File: config.mk
export PLATFORM = sky130hd
export DESIGN_NAME = spi_slave
export DESIGN_NICKNAME = d
export VERILOG_FILES = /design/src/rtl/spi_slave.sv
export SDC_FILE = /design/constraint.sdc
export NUM_CORES = 1
export LEC_CHECK = 0
export ABC_AREA = 1
export CAP_MARGIN = 20
export CELL_PAD_IN_SITES_DETAIL_PLACEMENT = 1
export CELL_PAD_IN_SITES_GLOBAL_PLACEMENT = 2
export CORE_MARGIN = 5
export CORE_UTILIZATION = 32
export CTS_BUF_LIST = sky130_fd_sc_hd__clkbuf_8
export CTS_CLUSTER_DIAMETER = 30
export DETAILED_ROUTE_END_ITERATION = 7
export PLACE_DENSITY = 0.82
export SLEW_MARGIN = 40
export SYNTH_ARGS = -nofsm -noshare
export SYNTH_HDL_FRONTEND = slang
export SYNTH_SLANG_ARGS = --single-unit
File: constraint.sdc
create_clock -name clk -period 1.25 [get_ports clk]
set_input_delay 0.25 -clock clk [delete_from_list [all_inputs] [get_ports clk]]
set_output_delay 0.25 -clock clk [all_outputs]
set_load 0.005 [all_outputs]
File: src/rtl/spi_slave.sv
// SPI slave feeding a RAM command interface: 10-bit command/payload frames in, read data out.
// Optional frame-error pulse output enabled with `define SPI_SLAVE_FRAME_ERR_EN.
module spi_slave #(
    parameter int unsigned TX_WIDTH = 8,
    parameter int unsigned RX_WIDTH = 10
) (
    input  logic                clk,
    input  logic                rst_n,
    input  logic                SS_n,
    input  logic                MOSI,
    output logic                MISO,
    output logic [RX_WIDTH-1:0] rx_data,
    output logic                rx_valid,
    input  logic [TX_WIDTH-1:0] tx_data,
    input  logic                tx_valid
`ifdef SPI_SLAVE_FRAME_ERR_EN
    ,
    output logic                frame_err
`endif
);

    localparam int unsigned TxCntW = $clog2(TX_WIDTH + 1);

    typedef enum logic [2:0] {
        StIdle,
        StChkCmd,
        StWrite,
        StReadAdd,
        StReadData
    } state_e;

    state_e              state_q, state_d;
    logic [3:0]          bit_cnt_q, bit_cnt_d;
    logic [RX_WIDTH-1:0] rx_shift_q, rx_shift_d;
    logic [RX_WIDTH-1:0] rx_data_q, rx_data_d;
    logic                rx_valid_q, rx_valid_d;
    logic                rx_done_q, rx_done_d;
    logic                rd_addr_flag_q, rd_addr_flag_d;
    logic [TX_WIDTH-1:0] tx_shift_q, tx_shift_d;
    logic [TxCntW-1:0]   tx_cnt_q, tx_cnt_d;
    logic                tx_busy_q, tx_busy_d;
    logic                tx_done_q, tx_done_d;
    logic                miso_q, miso_d;
    logic                frame_err_q, frame_err_d;
    logic                in_frame;

    assign in_frame = (state_q == StWrite) || (state_q == StReadAdd) || (state_q == StReadData);

    always_comb begin
        state_d        = state_q;
        bit_cnt_d      = bit_cnt_q;
        rx_shift_d     = rx_shift_q;
        rx_data_d      = rx_data_q;
        rx_valid_d     = 1'b0;
        rx_done_d      = rx_done_q;
        rd_addr_flag_d = rd_addr_flag_q;
        tx_shift_d     = tx_shift_q;
        tx_cnt_d       = tx_cnt_q;
        tx_busy_d      = tx_busy_q;
        tx_done_d      = tx_done_q;
        miso_d         = 1'b0;
        frame_err_d    = 1'b0;

        if (SS_n) begin
            // Abort: drop partial frame and any in-flight read data; flag is kept.
            state_d     = StIdle;
            bit_cnt_d   = '0;
            rx_shift_d  = '0;
            rx_done_d   = 1'b0;
            tx_shift_d  = '0;
            tx_cnt_d    = '0;
            tx_busy_d   = 1'b0;
            tx_done_d   = 1'b0;
            frame_err_d = in_frame && (!rx_done_q || tx_busy_q);
        end else begin
            case (state_q)
                StIdle:   state_d = StChkCmd;
                StChkCmd: begin
                    if (!MOSI)               state_d = StWrite;
                    else if (rd_addr_flag_q) state_d = StReadData;
                    else                     state_d = StReadAdd;
                end
                default: begin
                    if (!rx_done_q) begin
                        rx_shift_d = {rx_shift_q[RX_WIDTH-2:0], MOSI};
                        if (bit_cnt_q == 4'(RX_WIDTH - 1)) begin
                            rx_data_d  = rx_shift_d;
                            rx_valid_d = 1'b1;
                            rx_done_d  = 1'b1;
                            bit_cnt_d  = '0;
                            if (state_q == StReadAdd)  rd_addr_flag_d = 1'b1;
                            if (state_q == StReadData) rd_addr_flag_d = 1'b0;
                        end else begin
                            bit_cnt_d = bit_cnt_q + 4'd1;
                        end
                    end

                    if (state_q == StReadData && rx_done_q && !tx_busy_q && !tx_done_q
                        && tx_valid) begin
                        miso_d     = tx_data[TX_WIDTH-1];
                        tx_shift_d = tx_data << 1;
                        tx_cnt_d   = TxCntW'(TX_WIDTH - 1);
                        tx_busy_d  = 1'b1;
                    end else if (tx_busy_q) begin
                        if (tx_cnt_q != '0) begin
                            miso_d     = tx_shift_q[TX_WIDTH-1];
                            tx_shift_d = tx_shift_q << 1;
                            tx_cnt_d   = tx_cnt_q - 1'b1;
                        end else begin
                            tx_busy_d = 1'b0;
                            tx_done_d = 1'b1;
                        end
                    end
                end
            endcase
        end
    end

    always_ff @(posedge clk or negedge rst_n) begin
        if (!rst_n) begin
            state_q        <= StIdle;
            bit_cnt_q      <= '0;
            rx_shift_q     <= '0;
            rx_data_q      <= '0;
            rx_valid_q     <= 1'b0;
            rx_done_q      <= 1'b0;
            rd_addr_flag_q <= 1'b0;
            tx_shift_q     <= '0;
            tx_cnt_q       <= '0;
            tx_busy_q      <= 1'b0;
            tx_done_q      <= 1'b0;
            miso_q         <= 1'b0;
            frame_err_q    <= 1'b0;
        end else begin
            state_q        <= state_d;
            bit_cnt_q      <= bit_cnt_d;
            rx_shift_q     <= rx_shift_d;
            rx_data_q      <= rx_data_d;
            rx_valid_q     <= rx_valid_d;
            rx_done_q      <= rx_done_d;
            rd_addr_flag_q <= rd_addr_flag_d;
            tx_shift_q     <= tx_shift_d;
            tx_cnt_q       <= tx_cnt_d;
            tx_busy_q      <= tx_busy_d;
            tx_done_q      <= tx_done_d;
            miso_q         <= miso_d;
            frame_err_q    <= frame_err_d;
        end
    end

    assign MISO     = miso_q;
    assign rx_data  = rx_data_q;
    assign rx_valid = rx_valid_q;

`ifdef SPI_SLAVE_FRAME_ERR_EN
    assign frame_err = frame_err_q;
`else
    logic unused_frame_err;
    assign unused_frame_err = frame_err_q;
`endif

endmodule

# ---- Word level (Yosys, flattened, before mapping)
# Cells that the tools add are included.
dict set report op_classes {
  n_mul 0
  n_bitwise 3
  eq_ne 8
  div 0
  n_mux 45
  reduce_logical 19
  shifts 0
  n_addsub 2
  order_cmp 0
}
# operator count
set ops {}
lappend ops {{two-way mux 8 bit} 5}
lappend ops {{two-way mux 4 bit} 9}
lappend ops {{two-way mux 9 bit} 3}
lappend ops {{two-way mux 1 bit} 24}
lappend ops {{two-way mux 3 bit} 3}
lappend ops {{nonzero test 3 bit} 3}
lappend ops {{AND reduction 4 bit} 2}
lappend ops {{inequality test 2 bit (second input constant)} 3}
lappend ops {{one-hot mux 3 bit (2 select lines)} 1}
lappend ops {{AND reduction 5 bit} 1}
lappend ops {{adder 4 x 1 -> 4 bit (second input constant)} 1}
lappend ops {{equality test 4 bit (second input constant)} 1}
lappend ops {{logical AND 1 bit} 4}
lappend ops {{nonzero test 2 bit} 2}
lappend ops {{nonzero test 4 bit} 1}
lappend ops {{subtractor 4 x 1 -> 4 bit (second input constant)} 1}
lappend ops {{equality test 3 x 1 -> 1 bit (second input constant)} 1}
lappend ops {{equality test 3 x 2 -> 1 bit (second input constant)} 1}
lappend ops {{equality test 3 bit (second input constant)} 1}
lappend ops {{zero test 3 bit} 1}
lappend ops {{inverter 1 bit} 3}
lappend ops {{AND reduction 3 bit} 1}
lappend ops {{zero test 1 bit} 2}
lappend ops {{inequality test 2 x 1 -> 1 bit (second input constant)} 1}
lappend ops {{other kinds (2)} 2}
dict set report word_totals {
  ram_bits 0
  mem_bits_ro 0
  out_inout_bits 12
  in_bits 13
  n_memories 0
  elab_cells 89
  latchBits 0
  regBits 44
}

# ---- Logic depth before layout (Yosys ltp)
# Gate-level depths: netlist of run 1.
dict set report depth {
  word_depth 8
  mapped_depth 9
  ltp_nobuf 8
}

# ---- Worst setup path after synthesis of run 1
# Ideal clock, no wire load.
dict set report synth_timing {
  kind {flip-flop to flip-flop}
  startpoint {register tx_cnt_q[0]}
  endpoint {register tx_cnt_q[2]}
  synth_period_minus_slack_ps 1262
  t_required_ps 1133
  path_stages_with_launch 10
  setup_ps 117
  n_path_buf 1
  setup_slack_ps -12
  arrival_time_ps 1146
  path_cell_list {dfrtp_1 > inv_1 > ha_1 > nand2_1 > nand2_4 > nand3_2 > nand2_2 > buf_6 > nand2_1 > nand2_1}
}
dict set report synth_between {
  elab_chain_len 6
  word_cells_on_any_way 9
  classes_between {1 x add/sub; 5 x mux; 3 x reduce/logical}
}
# element line_no
set synth_lines {}
lappend synth_lines {{start, declared} 40} ;# logic [TxCntW-1:0] tx_cnt_q, tx_cnt_d;
lappend synth_lines {{start signal, assigned} 143} ;# tx_cnt_q <= tx_cnt_d;
lappend synth_lines {{subtractor 4 x 1 -> 4 bit} 108} ;# tx_cnt_d = tx_cnt_q - 1'b1;
lappend synth_lines {{two-way mux 4 bit} 105} ;# if (tx_cnt_q != '0) begin
lappend synth_lines {{two-way mux 4 bit} 104} ;# end else if (tx_busy_q) begin
lappend synth_lines {{two-way mux 4 bit} 98} ;# if (state_q == StReadData && rx_done_q && !tx_busy_q && !tx_done_q
lappend synth_lines {{two-way mux 4 bit} 76} ;# case (state_q)
lappend synth_lines {{two-way mux 4 bit} 64} ;# if (SS_n) begin
# Several ways; a longest one is shown, not always the timed one. The select of a mux whose other input is x is not followed.
# A chain may end at the register's enable or synchronous reset.

# ---- Worst setup path in the final report of run 1
dict set report layout_timing {
  startpoint {register state_q[1]}
  endpoint {register tx_shift_q[4]}
}
dict set report layout_between {
  elab_chain_len 8
  word_cells_on_any_way 15
  classes_between {3 x eq/ne; 3 x mux; 9 x reduce/logical}
}
# element line_no
set layout_lines {}
lappend layout_lines {{start, declared} 32} ;# state_e state_q, state_d;
lappend layout_lines {{start signal, assigned} 121} ;# state_q <= StIdle;
lappend layout_lines {{start signal, assigned} 135} ;# state_q <= state_d;
lappend layout_lines {{equality test 3 bit} 98}
lappend layout_lines {{logical AND 1 bit (3 in a row)} 98}
lappend layout_lines {{logical AND 1 bit} 99} ;# && tx_valid) begin
lappend layout_lines {{two-way mux 8 bit} 98}
lappend layout_lines {{two-way mux 8 bit} 76}
lappend layout_lines {{two-way mux 8 bit} 64}
lappend layout_lines {{end signal, assigned} 142} ;# tx_shift_q <= tx_shift_d;
lappend layout_lines {{end, declared} 39} ;# logic [TX_WIDTH-1:0] tx_shift_q, tx_shift_d;
# Several ways; a longest one is shown, not always the timed one. The select of a mux whose other input is x is not followed.

==> run_results.csv, run 1 <==
group,metric,value,unit
logic_synthesis,synth-edff-count,0,
clock_network,clock-sinks,43,
setup_path,r2r_setup_slack,-0.06,ns
setup_path,critPathLaunchType,"flip-flop",
clock_network,cts-buffers-inserted,5,
logic_synthesis,async_reset_ff_share,100,%
logic_synthesis,syn_area_per_cell,9.01,µm²
global_route,groute.usage.overall,13.9,%
route,wl_per_cell,13.8,µm
logic_synthesis,netlist_area,2050,µm²
route,num_vias,1797,
setup_path,path_class,"reg -> reg",
floorplanning,dieArea,8120,µm²
global_route,grt_pass1_vias,1922,
placed_design,place_inst,362,
setup_path,r2r_start,"state_q[1]$_DFFE_PN0P_",
route,first_pass_iters,4,
logic_synthesis,synth_top_flop_cell,"dfrtp_1",
timing,finalSetupTns,-0.680,ns
timing,fmax,762,MHz
clock_network,clk_pin_slew_worst_paths,0.09,ns
setup_path,cp_slowest_stage_delay,0.41,ns
route,viasPerCell,4.63,
setup_path,worst_setup_path_end_kind,"flip-flop",
clock_network,clk_latency,0.30,ns
floorplanning,core-area,6310,µm²
timing,rsz0062_at_grt,"true",
placed_design,gp_congestion,0.772,
clock_network,tritoncts,"done",
hold_path,hold_path.class,"in -> async",
floorplanning,die_y,90.1,µm
timing,finalCriticalPeriod,1.31,ns
timing,finalHoldViolCount,0,
setup_path,cp.required,1.49,ns
power_and_ir_drop,leakagePower,1.61,nW
power_and_ir_drop,pwr_density_cell,860,nW/µm²
timing,fin_crit_sh,105,%
setup_path,arrival,1.56,ns
setup_path,path_common_cell,"nand2_1",
timing,drv_slew,0,
floorplanning,initial_core_util,32.5,%
floorplanning,io-pin-count,25,
final_layout,antenna_cells,0,
timing,slew_headroom,83.9,%
final_layout,post-route-util,50.1,%
run,drv_cap,0,
floorplanning,die_w,90.1,µm
power_and_ir_drop,vdd_drop_max,0.389,mV
placed_design,io_buffers,24,
outcome,violations,"setup timing",
final_layout,area_growth,53.8,%
clock_network,cts_max_level,2,
clock_network,clk_path_buf_depth,2,
timing,clock_skew,0.00481,ns
final_layout,fillerInstances,724,
placed_design,dp_hpwl,3600,µm
route,drc,0,
timing,finalSetupViolations,20,
logic_synthesis,synth_seq_cells,43,
setup_path,crit_chain,"inv_2, nand2_2, nor2_4, nand2_4, a21oi_4, buf_6, nand2_1, nand2_1",
logic_synthesis,synth-seq-area-share,52.4,%
global_route,grt_first_pass_wirelength,9350,µm
global_route,grt.overflow.total,0,
route,ant_nets,0,
final_layout,drive_above_1_share,46.6,%
timing,worst_pin_slew,0.241,ns
route,drtIter0Drc,50,
logic_synthesis,yosysWarnings,0,
setup_path,worstPathMaxFanout,5,
logic_synthesis,yosysUniqueCellTypes,23,
clock_network,root_buffer,"clkbuf_8",
outcome,outcome,"finished, violations left",
global_route,grt_max_degree,44,
timing,hold_ws,0.465,ns
setup_path,reg2regPathDepth,8,
setup_path,r2r-end,"tx_shift_q[4]$_DFFE_PN0P_",
route,drt-total-wl,5370,µm
setup_path,cpMaxStageDelayCell,"dfrtp_1",
global_route,grt_antenna_before_repair,0,
floorplanning,rows,29,
final_layout,final_cells,388,
timing,fin_ws,-0.0624,ns
logic_synthesis,syn-num-nets,244,
logic_synthesis,syn_inst,228,
final_layout,layout.nets,326,
-- where the power goes --
part           switching [W]  total, W  leakage (nW)  internal [W]
clock               0.000509  0.000960        0.0474      0.000451
sequential         0.0000152   0.00142         0.597       0.00141
combinational       0.000174  0.000336         0.970      0.000162
total               0.000698   0.00272          1.61       0.00202
-- cell families after synthesis --
kind of cell	synth area share (%)
compound gates	11.3
fa+ha+maj	1.83
xor+xnor	0.853
buf+inv	7.49
simple gates	26.1
flops	52.4
-- worst max-delay path: cells and delay by family (launching register included) --
kind            cells  cell delay (ns)
simple gates        5             0.38
flops               1             0.41
compound gates      1             0.19
buf+inv             2             0.27
-- per-layer routing --
| layer | routed length (µm) | GRT usage (%) | vias up |
|---|---|---|---|
| met5 | 0 | 0 | - |
| met4 | 78 | 4.47 | 0 |
| met3 | 140 | 2.25 | 5 |
| met2 | 2830 | 23.1 | 28 |
| met1 | 2320 | 18.4 | 880 |
| li1 | - | - | 884 |
-- Yosys cell counts, drive strengths merged (3+ instances only) --
master | number | area [µm²]
a21oi | 6 | 41.3
inv | 25 | 93.8
dfrtp | 43 | 1080
o22ai | 11 | 68.8
o21ai | 17 | 123
ha | 3 | 37.5
nor2 | 14 | 70.1
nand3 | 7 | 40.0
nand2 | 92 | 410
buf | 5 | 56.3
-- repair_timing --
| item | in CTS | in global routing |
|---|---|---|
| hold buffers | 1 | 0 |
| setup endpoints to repair | 36 | 42 |
| endpoints found under the hold margin | 43 | 0 |
| gates cloned | 2 | 0 |
| gates resized for setup | 63 | 21 |
| buffers inserted | 13 | 2 |
| pin swaps | 29 | 14 |
-- worst max path at each step --
stage                                  start                   endpoint  slack [ns]  depth (start not counted)
detailed placement                      SS_n   bit_cnt_q[2]$_DFFE_PN0P_       -0.36                          8
global route          state_q[1]$_DFFE_PN0P_    tx_cnt_q[0]$_DFFE_PN0P_       -0.16                          8
finish                state_q[1]$_DFFE_PN0P_  tx_shift_q[4]$_DFFE_PN0P_       -0.06                          8
global placement                        SS_n   bit_cnt_q[2]$_DFFE_PN0P_       -0.33                          8
floorplan           bit_cnt_q[1]$_DFFE_PN0P_     rx_data[7]$_DFFE_PN0P_       0.004                          8
CTS                   state_q[1]$_DFFE_PN0P_  tx_shift_q[4]$_DFFE_PN0P_       -0.07                          8
-- state kept, by name, indices dropped and copies added, names as in the netlist, 3 cells and up --
register and count:
rx_data 10, bit_cnt_q 4, tx_shift_q 7, rx_shift_q 9, state_q 3, tx_cnt_q 4
-- cell type report --
cell class	instances	area, µm²	share of cell area [%]
flip-flops and latches	43	1080	34.0
well taps	77	96.3	3.05
repair buffers	79	757	24.0
clock inverters	2	16.3	0.515
multi-input cells	155	1030	32.6
clock buffers	6	82.6	2.61
inverters	26	103	3.25
-- metrics by stage --
step           cell area (µm²)  worst slack [ns]  power, W
4_1_cts                   3080           -0.0679   0.00272
3_5_place_dp              2680            -0.360   0.00172
3_3_place_gp              2680            -0.329   0.00171
6_report                  3160           -0.0624   0.00272
2_1_floorplan             2060           0.00381   0.00155
5_1_grt                   3160            -0.158   0.00287
-- layout by cell type (no fill, tap or decap), types with 7 or more instances in the layout --
cell              n
dlygate4sd2_1    11
clkdlybuf4s50_1  11
inv_2             7
o21ai_2          12
nand2_2          31
buf_6            10
o22ai_1          10
inv_1            17
nand2_1          46
nand2_4          16
dfrtp_1          43
buf_4            38
Note: power is estimated with default switching activity, not from simulation.
==> run 2: changes to the inputs <==
--- a/config.mk
+++ b/config.mk
@@ -14,7 +14,7 @@
 export CTS_BUF_LIST = sky130_fd_sc_hd__clkbuf_8
 export CTS_CLUSTER_DIAMETER = 30
 export DETAILED_ROUTE_END_ITERATION = 7
-export PLACE_DENSITY = 0.82
+export PLACE_DENSITY = 0.79
 export SLEW_MARGIN = 40
 export SYNTH_ARGS = -nofsm -noshare
 export SYNTH_HDL_FRONTEND = slang
==> constraint.sdc (replaced) <==
create_clock -name clk -period 1.4 [get_ports clk]
set_input_delay 0.28 -clock clk [delete_from_list [all_inputs] [get_ports clk]]
set_output_delay 0.28 -clock clk [all_outputs]
set_load 0.005 [all_outputs]
==> run 2 against run 1 <==
The run now ends clean. Sequential share of layout area is 5.7 points higher. Non-clock buffer count is 22 lower. Register-to-register slack better by 0.15 ns. Routed wire length is 15% lower. Via count is 8.5% lower. Clock power is 17% lower. Worst setup slack better by 0.15 ns.
==> run_results.csv, run 2 (synthesis results as in run 1) <==
group,metric,value,unit
outcome,outcome,"finished clean",
setup_path,critical_path_buf_inv_count,2,
timing,fmax,763,MHz
timing,drv_slew,0,
placed_design,place_inst,346,
global_route,groute.usage.overall,11.7,%
placed_design,dp_worst_setup_slack,-0.196,ns
setup_path,cpMaxStageDelayCell,"dfrtp_1",
final_layout,area_growth,31.7,%
floorplanning,die_y,90.1,µm
power_and_ir_drop,pwr_density_cell,842,nW/µm²
final_layout,final_cells,365,
setup_path,path_class,"reg -> reg",
floorplanning,die_w,90.1,µm
clock_network,clk_latency,0.30,ns
placed_design,gp_congestion,0.803,
global_route,grt_max_degree,21,
timing,clock_skew,0.00512,ns
timing,fin_crit_sh,93.6,%
clock_network,cts_max_level,2,
route,wl_per_cell,12.5,µm
final_layout,layout_common_cells,"nand2_1, dfrtp_1, buf_4",
floorplanning,core-area,6310,µm²
route,first_pass_iters,4,
setup_path,crit_chain,"ha_1, nand3_1, inv_1, nand2_2, buf_12, nand2_2, o21ai_2",
setup_path,cp_slowest_stage_delay,0.43,ns
timing,fin_ws,0.0901,ns
global_route,grt.overflow.total,0,
clock_network,tritoncts,"done",
timing,hold_ws,0.382,ns
power_and_ir_drop,p_total,0.00228,W
final_layout,largest_register_ffs,10,
route,drt-total-wl,4560,µm
setup_path,worst_path_dominant_cell_family,"flip-flops",
power_and_ir_drop,leakagePower,1.41,nW
route,ant_nets,0,
final_layout,multi_input_area,832,µm²
timing,rsz0062_at_grt,"true",
timing,finalCriticalPeriod,1.31,ns
final_layout,layout.nets,303,
floorplanning,rows,29,
timing,worst_pin_slew,0.281,ns
setup_path,worstPathMaxFanout,20,
floorplanning,dieArea,8120,µm²
global_route,grt_first_pass_wirelength,7850,µm
global_route,grt_antenna_before_repair,0,
timing,slew_headroom,81.3,%
final_layout,antenna_cells,0,
timing,finalHoldViolCount,0,
final_layout,drive_above_1_share,30.2,%
clock_network,root_buffer,"clkbuf_8",
floorplanning,initial_core_util,32.5,%
timing,finalSetupViolations,0,
setup_path,critPathLaunchType,"flip-flop",
final_layout,final_common_cell,"nand2_1",
setup_path,cp.required,1.63,ns
setup_path,worst_setup_path_end_kind,"flip-flop",
route,num_vias,1645,
final_layout,seq_area,1080,µm²
final_layout,fillerInstances,782,
route,drc,0,
clock_network,clock-sinks,43,
hold_path,hold_path.class,"in -> async",
clock_network,clk_pin_slew_worst_paths,0.09,ns
final_layout,design_area,2710,µm²
route,viasPerCell,4.51,
clock_network,clk_path_buf_depth,2,
setup_path,arrival,1.54,ns
floorplanning,io-pin-count,25,
placed_design,io_buffers,24,
run,drv_cap,0,
clock_network,cts-buffers-inserted,5,
placed_design,dp_hpwl,3390,µm
power_and_ir_drop,vdd_drop_max,0.435,mV
placed_design,place_area,2530,µm²
global_route,grt_pass1_vias,1663,
route,drtIter0Drc,40,
setup_path,path_common_cell,"nand2_2",
run 2: cell type report:
class / count / share of cell area [%]
Sequential cell: 43 / 39.8
Multi-Input combinational cell: 154 / 30.8
Timing Repair Buffer: 57 / 18.9
Inverter: 26 / 3.70
Tap cell: 77 / 3.56
Clock buffer: 5 / 2.54
Clock inverter: 3 / 0.740
run 2: power by group:
part,switching [W],internal [W],total [W]
logic,0.000117,0.0000938,0.000211
clock network,0.000449,0.000347,0.000797
registers,0.0000150,0.00126,0.00127
run 2: through the flow:
step,util [%],TNS (ns)
3_5_place_dp,40.1,-5.28
3_3_place_gp,40.1,-4.26
6_report,42.8,0
4_1_cts,42.5,0
2_1_floorplan,-,0
5_1_grt,42.8,-0.00883
run 2: what timing repair did:
action | 4_1_cts | 5_1_grt
setup endpoints to repair | 23 | 12
hold buffers | 1 | 0
gates resized for setup | 13 | 3
pin swaps | 0 | 1
setup buffers | 8 | 2
endpoints found under the hold margin | 10 | 0
run 2: routing by layer:
metal | track usage [%] | vias to the layer above | wire length [µm]
met5 | 0 | - | 0
met1 | 15.5 | 787 | 2280
met4 | 2.98 | 0 | 23
met2 | 18.8 | 19 | 2130
li1 | - | 837 | -
met3 | 3.34 | 2 | 129
run 2: path summary, 6_finish.rpt:
kind / cells past startpoint / end / slack, ns / start
hold / removal: 2 / rx_data[1]$_DFFE_PN0P_ / 0.38 / rst_n
min in group clk: 2 / tx_shift_q[2]$_DFFE_PN0P_ / 0.48 / tx_shift_q[2]$_DFFE_PN0P_
setup reg to reg: 7 / rx_data[4]$_DFFE_PN0P_ / 0.09 / bit_cnt_q[0]$_DFFE_PN0P_
max in group asynchronous: 3 / bit_cnt_q[2]$_DFFE_PN0P_ / 0.55 / rst_n
hold reg to reg: 2 / tx_shift_q[2]$_DFFE_PN0P_ / 0.48 / tx_shift_q[2]$_DFFE_PN0P_
setup / recovery: 7 / rx_data[4]$_DFFE_PN0P_ / 0.09 / bit_cnt_q[0]$_DFFE_PN0P_
==> run 3: changes to the inputs <==
--- a/config.mk
+++ b/config.mk
@@ -7,14 +7,14 @@
 export LEC_CHECK = 0
 export ABC_AREA = 1
 export CAP_MARGIN = 20
-export CELL_PAD_IN_SITES_DETAIL_PLACEMENT = 1
+export CELL_PAD_IN_SITES_DETAIL_PLACEMENT = 0
 export CELL_PAD_IN_SITES_GLOBAL_PLACEMENT = 2
 export CORE_MARGIN = 5
 export CORE_UTILIZATION = 32
 export CTS_BUF_LIST = sky130_fd_sc_hd__clkbuf_8
 export CTS_CLUSTER_DIAMETER = 30
 export DETAILED_ROUTE_END_ITERATION = 7
-export PLACE_DENSITY = 0.79
+export PLACE_DENSITY_LB_ADDON = 0.25
 export SLEW_MARGIN = 40
 export SYNTH_ARGS = -nofsm -noshare
 export SYNTH_HDL_FRONTEND = slang
==> run 3 against run 2 <==
Sequential share of layout area fell by 0.62 points. Count of clock-buffer cells in the layout unchanged. Worst setup slack improved by 0.0039 ns. Combinational power barely moved. Critical path type unchanged. Hold slack better by 0.019 ns. Routed wire length fell by 3.1%. Final area increased by 1.7%. Sequential power is essentially flat. Cell count rose by 0.55%. Highest routed layer unchanged. Via count down 1.0%. First-iteration DRC count grew 53%.
==> run_results.csv, run 3 (synthesis results as in run 1) <==
group,metric,value,unit
outcome,outcome,"finished clean",
floorplanning,core-area,6310,µm²
hold_path,hold_path.class,"in -> async",
timing,finalSetupViolations,0,
floorplanning,die_w,90.1,µm
timing,finalHoldViolCount,0,
route,num_vias,1628,
timing,worst_pin_slew,0.324,ns
final_layout,design_area,2750,µm²
floorplanning,dieArea,8120,µm²
placed_design,io_buffers,24,
final_layout,final_common_cell,"nand2_1",
timing,slew_headroom,78.4,%
placed_design,gp_congestion,0.774,
final_layout,largest_register_ffs,10,
final_layout,final_cells,367,
route,wl_per_cell,12.0,µm
setup_path,cp.required,1.60,ns
global_route,groute.usage.overall,11.3,%
placed_design,place_area,2530,µm²
setup_path,arrival,1.51,ns
final_layout,layout_common_cells,"nand2_1, dfrtp_1, buf_4",
clock_network,clk_latency,0.30,ns
setup_path,worst_setup_path_end_kind,"flip-flop",
clock_network,clock-sinks,43,
route,drt-total-wl,4420,µm
timing,clock_skew,0.0106,ns
clock_network,clk_path_buf_depth,2,
global_route,grt.overflow.total,0,
final_layout,layout.nets,305,
global_route,grt_first_pass_wirelength,7490,µm
route,drc,0,
floorplanning,rows,29,
floorplanning,die_y,90.1,µm
timing,fin_crit_sh,93.3,%
run,drv_cap,0,
placed_design,place_inst,346,
timing,fin_ws,0.0940,ns
floorplanning,io-pin-count,25,
clock_network,tritoncts,"done",
setup_path,critPathLaunchType,"flip-flop",
final_layout,area_growth,33.9,%
route,drtIter0Drc,61,
power_and_ir_drop,vdd_drop_max,0.414,mV
global_route,grt_antenna_before_repair,0,
clock_network,cts-buffers-inserted,5,
global_route,grt_max_degree,32,
floorplanning,initial_core_util,32.5,%
placed_design,dp_worst_setup_slack,-0.173,ns
timing,fmax,766,MHz
global_route,grt_pass1_vias,1557,
timing,finalCriticalPeriod,1.31,ns
final_layout,antenna_cells,0,
setup_path,worstPathMaxFanout,12,
clock_network,cts_max_level,2,
route,ant_nets,0,
placed_design,dp_hpwl,3040,µm
power_and_ir_drop,p_total,0.00227,W
setup_path,path_class,"reg -> reg",
final_layout,drive_above_1_share,32.4,%
power_and_ir_drop,leakagePower,1.43,nW
clock_network,clk_pin_slew_worst_paths,0.08,ns
route,viasPerCell,4.44,
clock_network,root_buffer,"clkbuf_8",
route,first_pass_iters,4,
final_layout,fillerInstances,653,
power_and_ir_drop,pwr_density_cell,824,nW/µm²
timing,rsz0062_at_grt,"true",
timing,drv_slew,0,
-- run 3: per-stage QoR --
step	utilization [%]	setup TNS [ns]	hold WS [ns]
after floorplan	-	0	-0.0156
after global placement	40.1	-4.50	0.194
after detailed placement	40.1	-4.78	0.197
after CTS	42.3	0	0.412
after global routing	43.6	-0.0174	0.433
final	43.6	0	0.401
-- run 3: final cells by class --
cell class	instances	area (µm²)	share of cell area (%)
Clock buffer	5	68.8	2.50
Clock inverter	3	15.0	0.546
Inverter	26	97.6	3.55
Multi-Input combinational cell	155	866	31.5
Sequential cell	43	1080	39.2
Tap cell	77	96.3	3.50
Timing Repair Buffer	58	531	19.3
-- run 3: path summary, 6_finish.rpt --
check	startpoint	endpoint	slack, ns	cells after the start
max	state_q[2]$_DFFE_PN0P_	bit_cnt_q[2]$_DFFE_PN0P_	0.09	8
max in group asynchronous	rst_n	tx_busy_q$_DFFE_PN0N_	0.52	3
min	rst_n	rx_data[4]$_DFFE_PN0P_	0.40	2
max reg2reg	state_q[2]$_DFFE_PN0P_	bit_cnt_q[2]$_DFFE_PN0P_	0.09	8
min in group clk	tx_shift_q[4]$_DFFE_PN0P_	tx_shift_q[4]$_DFFE_PN0P_	0.48	2
min reg2reg	tx_shift_q[4]$_DFFE_PN0P_	tx_shift_q[4]$_DFFE_PN0P_	0.48	2
-- run 3: critical path: stages, from the launching register on --
cell,delay [ns]
dfrtp_1,0.43
nor2_2,0.19
nand2_2,0.16
nand2_2,0.12
inv_2,0.11
nand2_1,0.08
nand2_1,0.04
nand2_1,0.05
inv_1,0.03
-- run 3: repair_timing --
action / 4_1_cts / 5_1_grt
endpoints found under the setup margin: 12 / 12
hold endpoints to repair: 12 / 0
cloned: 0 / 1
pin swaps: 0 / 5
resized for setup: 12 / 14
setup buffers: 8 / 3
hold buffers: 1 / 0
-- run 3: routing by layer --
layer	vias to the layer above	routed length [µm]	GRT usage, %
met3	4	157	3.09
met5	-	0	0
li1	840	-	-
met1	757	2220	15.5
met4	0	47	4.84
met2	27	1990	16.8
-- run 3: report_power, final --
part | leakage [nW] | switching (W) | total (W) | internal, W
Combinational | 0.786 | 0.000120 | 0.000209 | 0.0000896
Sequential | 0.596 | 0.0000159 | 0.00127 | 0.00126
Clock | 0.0477 | 0.000445 | 0.000787 | 0.000342
